[src/rtl/tx_fifo_arbiter_pkg.sv]
// tx_fifo_arbiter_pkg: shared widths, default parameters and FSM encodings for the TX FIFO arbiter
package tx_fifo_arbiter_pkg;
  localparam int DEF_DATA_WIDTH = 8;
  localparam int DEF_NUM_REQ = 3;
  localparam int DEF_MAX_BYTES = 2;
  typedef enum logic [1:0] {
    ST_IDLE = 2'd0,
    ST_SEND = 2'd1
  } state_e;
  function automatic int len_w(input int max_bytes);
    return $clog2(max_bytes + 1);
  endfunction
  function automatic int id_w(input int num_req);
    return $clog2(num_req);
  endfunction
endpackage

[src/rtl/tx_fifo_arbiter_if.sv]
// tx_fifo_arbiter_if: requester-side bundle plus the TX FIFO write port of the arbiter
interface tx_fifo_arbiter_if
  import tx_fifo_arbiter_pkg::*;
#(
  parameter int DATA_WIDTH = DEF_DATA_WIDTH,
  parameter int NUM_REQ = DEF_NUM_REQ,
  parameter int MAX_BYTES = DEF_MAX_BYTES
);
  localparam int LEN_W = len_w(MAX_BYTES);
  logic [NUM_REQ-1:0] req;
  logic [NUM_REQ*LEN_W-1:0] req_len;
  logic [NUM_REQ*MAX_BYTES*DATA_WIDTH-1:0] req_data;
  logic fifo_full;
  logic [NUM_REQ-1:0] gnt;
  logic [NUM_REQ-1:0] done;
  logic [DATA_WIDTH-1:0] wr_data;
  logic wr_inc;
  logic busy;
  modport master (
    output req, req_len, req_data, fifo_full,
    input gnt, done, wr_data, wr_inc, busy
  );
  modport slave (
    input req, req_len, req_data, fifo_full,
    output gnt, done, wr_data, wr_inc, busy
  );
endinterface

[src/rtl/tx_fifo_arbiter_rr_arbiter.sv]
// rr_arbiter: combinational round-robin pick of the first request at or after ptr, with wrap
module rr_arbiter
  import tx_fifo_arbiter_pkg::*;
#(
  parameter int NUM_REQ = DEF_NUM_REQ
) (
  input  logic [NUM_REQ-1:0]         req,
  input  logic [$clog2(NUM_REQ)-1:0] ptr,
  output logic [NUM_REQ-1:0]         win,
  output logic [$clog2(NUM_REQ)-1:0] win_id
);
  localparam int ID_W = $clog2(NUM_REQ);
  int j;
  logic [ID_W-1:0] jj;
  // scan from farthest to nearest so the nearest hit is the one left standing
  always_comb begin
    win = '0;
    win_id = '0;
    j = 0;
    jj = '0;
    for (int i = NUM_REQ - 1; i >= 0; i--) begin
      j = int'(ptr) + i;
      j = j >= NUM_REQ ? j - NUM_REQ : j;
      jj = ID_W'(j);
      if (req[jj]) begin
        win = '0;
        win[jj] = 1'b1;
        win_id = jj;
      end
    end
  end
endmodule

[src/rtl/tx_fifo_arbiter.sv]
// tx_fifo_arbiter: round-robin capture of whole packets, pushed byte-by-byte into the TX FIFO
module tx_fifo_arbiter
  import tx_fifo_arbiter_pkg::*;
#(
  parameter int DATA_WIDTH = DEF_DATA_WIDTH,
  parameter int NUM_REQ = DEF_NUM_REQ,
  parameter int MAX_BYTES = DEF_MAX_BYTES
) (
  input logic clk,
  input logic rst,
  tx_fifo_arbiter_if.slave bus
);
  localparam int LEN_W = len_w(MAX_BYTES);
  localparam int ID_W = id_w(NUM_REQ);
  localparam int PKT_W = MAX_BYTES * DATA_WIDTH;
  state_e state_q, state_d;
  logic [ID_W-1:0] ptr_q, ptr_d, id_q, id_d, win_id;
  logic [NUM_REQ-1:0] win, gnt_q, gnt_d, done_q, done_d;
  logic [LEN_W-1:0] len_q, len_d, idx_q, idx_d, raw_len, eff_len;
  logic [PKT_W-1:0] buf_q, buf_d, sel_data;
  logic [DATA_WIDTH-1:0] wr_data_q, wr_data_d;
  logic wr_inc, last, capture;

  rr_arbiter #(.NUM_REQ(NUM_REQ)) u_rr (
    .req(bus.req),
    .ptr(ptr_q),
    .win(win),
    .win_id(win_id)
  );

  assign raw_len = LEN_W'(bus.req_len >> (LEN_W * int'(win_id)));
  assign eff_len = raw_len == '0 ? LEN_W'(1) : raw_len > LEN_W'(MAX_BYTES) ? LEN_W'(MAX_BYTES) : raw_len;
  assign sel_data = PKT_W'(bus.req_data >> (PKT_W * int'(win_id)));
  assign last = idx_q == len_q - LEN_W'(1);
  assign capture = state_q == ST_IDLE && |bus.req;

  always_ff @(posedge clk or posedge rst)
    if (rst) state_q <= ST_IDLE;
    else state_q <= state_d;

  always_comb begin
    state_d = state_q == ST_IDLE ? (|bus.req ? ST_SEND : ST_IDLE)
            : state_q == ST_SEND ? (wr_inc && last ? ST_IDLE : ST_SEND)
            : ST_IDLE;
  end

  always_comb begin
    wr_inc = state_q == ST_SEND && !bus.fifo_full;
    bus.wr_inc = wr_inc;
    bus.busy = state_q != ST_IDLE;
    bus.gnt = gnt_q;
    bus.done = done_q;
    bus.wr_data = wr_data_q;
  end

  // wr_data always holds the byte at idx, so the next byte is preloaded on every write
  always_comb begin
    ptr_d = ptr_q;
    id_d = id_q;
    len_d = len_q;
    idx_d = idx_q;
    buf_d = buf_q;
    gnt_d = '0;
    done_d = '0;
    wr_data_d = wr_data_q;
    if (capture) begin
      id_d = win_id;
      len_d = eff_len;
      idx_d = '0;
      buf_d = sel_data;
      gnt_d = win;
      wr_data_d = sel_data[DATA_WIDTH-1:0];
    end else if (wr_inc && last) begin
      done_d = NUM_REQ'(1) << id_q;
      ptr_d = id_q == ID_W'(NUM_REQ - 1) ? '0 : id_q + 1'b1;
    end else if (wr_inc) begin
      idx_d = idx_q + 1'b1;
      wr_data_d = DATA_WIDTH'(buf_q >> (DATA_WIDTH * (int'(idx_q) + 1)));
    end
  end

  always_ff @(posedge clk or posedge rst)
    if (rst) begin
      ptr_q <= '0;
      id_q <= '0;
      len_q <= '0;
      idx_q <= '0;
      buf_q <= '0;
      gnt_q <= '0;
      done_q <= '0;
      wr_data_q <= '0;
    end else begin
      ptr_q <= ptr_d;
      id_q <= id_d;
      len_q <= len_d;
      idx_q <= idx_d;
      buf_q <= buf_d;
      gnt_q <= gnt_d;
      done_q <= done_d;
      wr_data_q <= wr_data_d;
    end
endmodule
[src/flat_wrapper.sv]
// flat-port wrapper written by rule: the top's interface ports become plain ports
module tx_fifo_arbiter_flat import tx_fifo_arbiter_pkg::*;
#(
  parameter int DATA_WIDTH = DEF_DATA_WIDTH,
  parameter int NUM_REQ = DEF_NUM_REQ,
  parameter int MAX_BYTES = DEF_MAX_BYTES
)
  (clk, rst, bus_req, bus_req_len, bus_req_data, bus_fifo_full, bus_gnt, bus_done, bus_wr_data, bus_wr_inc, bus_busy);
  tx_fifo_arbiter_if #(.DATA_WIDTH(DATA_WIDTH), .NUM_REQ(NUM_REQ), .MAX_BYTES(MAX_BYTES)) bus_i ();
  input logic clk;
  input logic rst;
  input wire logic [$bits(bus_i.req)-1:0] bus_req;
  input wire logic [$bits(bus_i.req_len)-1:0] bus_req_len;
  input wire logic [$bits(bus_i.req_data)-1:0] bus_req_data;
  input wire logic [$bits(bus_i.fifo_full)-1:0] bus_fifo_full;
  output wire logic [$bits(bus_i.gnt)-1:0] bus_gnt;
  output wire logic [$bits(bus_i.done)-1:0] bus_done;
  output wire logic [$bits(bus_i.wr_data)-1:0] bus_wr_data;
  output wire logic [$bits(bus_i.wr_inc)-1:0] bus_wr_inc;
  output wire logic [$bits(bus_i.busy)-1:0] bus_busy;
  assign bus_i.req = bus_req;
  assign bus_i.req_len = bus_req_len;
  assign bus_i.req_data = bus_req_data;
  assign bus_i.fifo_full = bus_fifo_full;
  assign bus_gnt = bus_i.gnt;
  assign bus_done = bus_i.done;
  assign bus_wr_data = bus_i.wr_data;
  assign bus_wr_inc = bus_i.wr_inc;
  assign bus_busy = bus_i.busy;
  tx_fifo_arbiter #(.DATA_WIDTH(DATA_WIDTH), .NUM_REQ(NUM_REQ), .MAX_BYTES(MAX_BYTES)) u_core (.clk(clk), .rst(rst), .bus(bus_i));
endmodule
[config.mk]
export PLATFORM = sky130hd
export DESIGN_NAME = tx_fifo_arbiter_flat
export DESIGN_NICKNAME = d
export VERILOG_FILES = /design/src/rtl/tx_fifo_arbiter_pkg.sv /design/src/rtl/tx_fifo_arbiter_if.sv /design/src/rtl/tx_fifo_arbiter_rr_arbiter.sv /design/src/rtl/tx_fifo_arbiter.sv /design/src/flat_wrapper.sv
export SDC_FILE = /design/constraint.sdc
export NUM_CORES = 1
export LEC_CHECK = 0
export ABC_AREA = 0
export BUFFER_PORTS_ARGS = -buffer_cell sky130_fd_sc_hd__buf_2
export CAP_MARGIN = 10
export CELL_PAD_IN_SITES_DETAIL_PLACEMENT = 0
export CELL_PAD_IN_SITES_GLOBAL_PLACEMENT = 2
export CORE_MARGIN = 8
export CORE_UTILIZATION = 28
export CTS_BUF_LIST = sky130_fd_sc_hd__clkbuf_8 sky130_fd_sc_hd__clkbuf_16
export DETAILED_ROUTE_END_ITERATION = 12
export PLACE_DENSITY = 0.83
export SETUP_SLACK_MARGIN = 0.05
export SYNTH_ARGS = -nofsm -noshare
export SYNTH_HDL_FRONTEND = slang
export SYNTH_SLANG_ARGS = --single-unit
[constraint.sdc]
create_clock -name clk -period 3.1 [get_ports clk]
set_clock_uncertainty 0.2 [all_clocks]
set_input_delay 0.31 -clock clk [delete_from_list [all_inputs] [get_ports clk]]
set_output_delay 0.31 -clock clk [all_outputs]
set_load 0.02 [all_outputs]
==> results.toml <==
[critical_path]
crit_slowest_cell = "o311a_1"
r2r_start = "u_core.ptr_q[0]"
worst-path-max-fanout = 9
endpoint = "u_core.len_q[0]"
cp.required_ns = 3.07
startpoint = "u_core.ptr_q[0]"
cp.arrival_ns = 2.73
cp-end-kind = "flip-flop"
path_cells = "inv_1 -> ha_1 -> and3b_1 -> a31oi_1 -> o311a_1 -> mux2i_1 -> a221o_1"
critPathMaxStageDelay_ns = 0.60
worst_setup_path_start_kind = "flip-flop"
crit_type = "reg2reg"
rr_worst_depth = 7
r2r_end = "u_core.len_q[0]"
r2r_setup_slack_ns = 0.34

[clock_network]
cts_tree = "done"
cts.sinks = 31
cts_root_buf = "clkbuf_8"
cts.path.max_buffers = 2
cts_made_buffers = 5
clock_insertion_delay_worst_skew_ns = 0.28
clkTransAtPathRegs_ns = 0.07
ctsResizeCount = 0
cts_max_level = 2

[synthesis]
ys_ff_latch = 31
synth.distinct_cells = 48
synthArstFlopShare_pct = 100
ys_seq_area_share_pct = 39.7
yosys_warnings = 0
syn_nets = 265
netlist.area_leader.share_pct = 39.7
synth_area_leaders = "dfrtp_1 (40%), mux2i_1 (10%), a21oi_1 (4.9%), nor2_1 (3.3%), nor3_1 (2.8%)"
netlist_area_um2 = 1950
ys.flop_type = "dfrtp_1"
netlist_top_cells_count = "dfrtp_1 (31), mux2i_1 (20), a21oi_1 (19), nor2_1 (17), nand2_1 (13)"
yosysMostFrequentCell = "dfrtp_1"
yosysTopAreaCell = "dfrtp_1"
synth_edf_count = 0
synth_cells = 202
syn_avg_cell_area_um2 = 9.67

[placement]
place_area_um2 = 2330
dp_hpwl_um = 4260
routabilityCongestion = 0.845
port_buffers = 72

[finish]
nets = 335
layout-area-overhead-vs-synth_pct = 26.1
drive_gt1_share_pct = 34.1
final_area_um2 = 2460
final_util_pct = 36.4
antenna_cells = 0

[global_route]
grt_pass1_wl_um = 9060
grt_usage_pct = 11.4
grt_max_degree = 32
grt_pass1_vias = 1863
overflow = 0
antenna_found_initial = 0

[timing]
relSlewSlack_pct = 46.3
fin_crit_sh_pct = 89.2
final_hold_viol_count = 0
tightest_slew_ns = 0.803
fmax_mhz = 362
drv_slew = 0
period_minus_slack_ns = 2.76
setup-tns-final_ns = 0
rsz0062_at_grt = "false"
setup_viol = 0

[die]
fp-row-count = 30
die_x_um = 99.5
start_util_pct = 28.9
chipHeight_um = 99.5
dieArea_um2 = 9900
io_pins = 76
core_area_um2 = 6760

[hold_path]
hp-class = "in2reg"

[routing]
drt-total-wl_um = 5660
dr_total_vias = 1744
drc = 0
ant_nets = 0
drt-pass1-iter-count = 4
initialDrtViolationCount = 126
vias_per_cell = 4.94
avgRoutedWirePerCell_um = 16.0

[power_and_ir_drop]
p_per_area_nw_per_um2 = 938
peakVddDrop_mv = 0.266
p_leak_nw = 1.24
power_w = 0.00231

[status]
outcome = "completed"

[flow_run]
cap_viol_max_count = 0
-- report_power, final --
| group | internal, W | leakage (nW) | total [W] | switching, W |
|---|---|---|---|---|
| registers | 0.000577 | 0.380 | 0.000707 | 0.000131 |
| logic | 0.000502 | 0.799 | 0.00119 | 0.000688 |
| clock network | 0.000260 | 0.0612 | 0.000413 | 0.000153 |
-- layout make-up --
| class | instances | area, µm² |
|---|---|---|
| fillers | 712 | 4290 |
| clock inverters | 2 | 35.0 |
| multi-input cells | 148 | 1030 |
| clock buffers | 6 | 82.6 |
| repair buffers | 76 | 405 |
| flip-flops and latches | 31 | 776 |
| inverters | 10 | 37.5 |
| well taps | 80 | 100 |
-- layout by cell type, fill, tap and decap left out, types with 3 or more instances in the layout --
| master | synthesis | routed |
|---|---|---|
| a222oi_1 | 5 | 5 |
| dfrtp_1 | 31 | 31 |
| a21oi_1 | 19 | 19 |
| nand2_1 | 13 | 13 |
| o31ai_1 | 6 | 6 |
| a211oi_1 | 5 | 5 |
| mux2i_1 | 20 | 20 |
| clkbuf_8 | 1 | 6 |
| nor2_1 | 17 | 17 |
| buf_2 | 3 | 72 |
| o21ai_0 | 9 | 9 |
| a21o_1 | 3 | 3 |
| nor3_1 | 11 | 11 |
| inv_1 | 10 | 10 |
| ha_1 | 3 | 3 |
| o22ai_1 | 6 | 6 |
-- routing by layer --
| metal | global-route usage (%) | wire, µm |
|---|---|---|
| met2 | 17.6 | 2500 |
| met3 | 3.00 | 355 |
| met1 | 14.6 | 2680 |
| met5 | 0 | 0 |
| met4 | 4.66 | 113 |
-- how the worst min path moves through the flow --
stage          slack (ns)                    end  cells after the start              from
4_1_cts              0.07  u_core.bus.wr_data[5]                      3  bus_req_data[37]
6_report             0.07  u_core.bus.wr_data[5]                      3  bus_req_data[37]
2_1_floorplan        0.21       u_core.buf_q[10]                      1               rst
3_3_place_gp         0.23     u_core.bus.done[0]                      3               rst
3_5_place_dp         0.23      u_core.bus.gnt[1]                      3               rst
5_1_grt              0.08  u_core.bus.wr_data[5]                      3  bus_req_data[37]
-- worst max-delay path: cells and delay by family (launching register included) --
kind	cells	cell delay (ns)
DFF	1	0.37
buffers and inverters	1	0.07
adders and majority gates	1	0.43
AOI/OAI and AO/OA	3	1.11
and+or+nand+nor	1	0.25
muxes	1	0.24
-- what timing repair did --
action                    CTS  global route
hold buffers                1             0
hold endpoints to repair   31             0
buffers inserted            0             0
-- sequential cells by signal, summed over array words and instances, names as in the netlist --
signal	count
u_core.buf_q	8
u_core.bus.done	3
u_core.bus.gnt	3
u_core.bus.wr_data	8
u_core.id_q	2
u_core.idx_q	2
u_core.len_q	2
u_core.ptr_q	2
u_core.state_q	1
-- through the flow --
stage / hold slack, ns / instances / setup WS [ns]
2_1_floorplan: 0.214 / 202 / 0.805
3_3_place_gp: 0.226 / 344 / 0.333
3_5_place_dp: 0.234 / 344 / 0.328
4_1_cts: 0.0694 / 353 / 0.314
5_1_grt: 0.0848 / 353 / 0.168
6_report: 0.0749 / 353 / 0.336
-- logic make-up (layout without fill, tap and decap cells) --
family	after synthesis	after routing	share of synthesized area (%)
xor+xnor	1	1	0.449
compound gates	68	68	24.3
flops	31	31	39.7
simple gates	55	55	14.5
mux	21	21	11.4
buf+inv	23	94	7.75
fa+ha+maj	3	3	1.92
No activity file was read; power rests on OpenSTA's default activity.
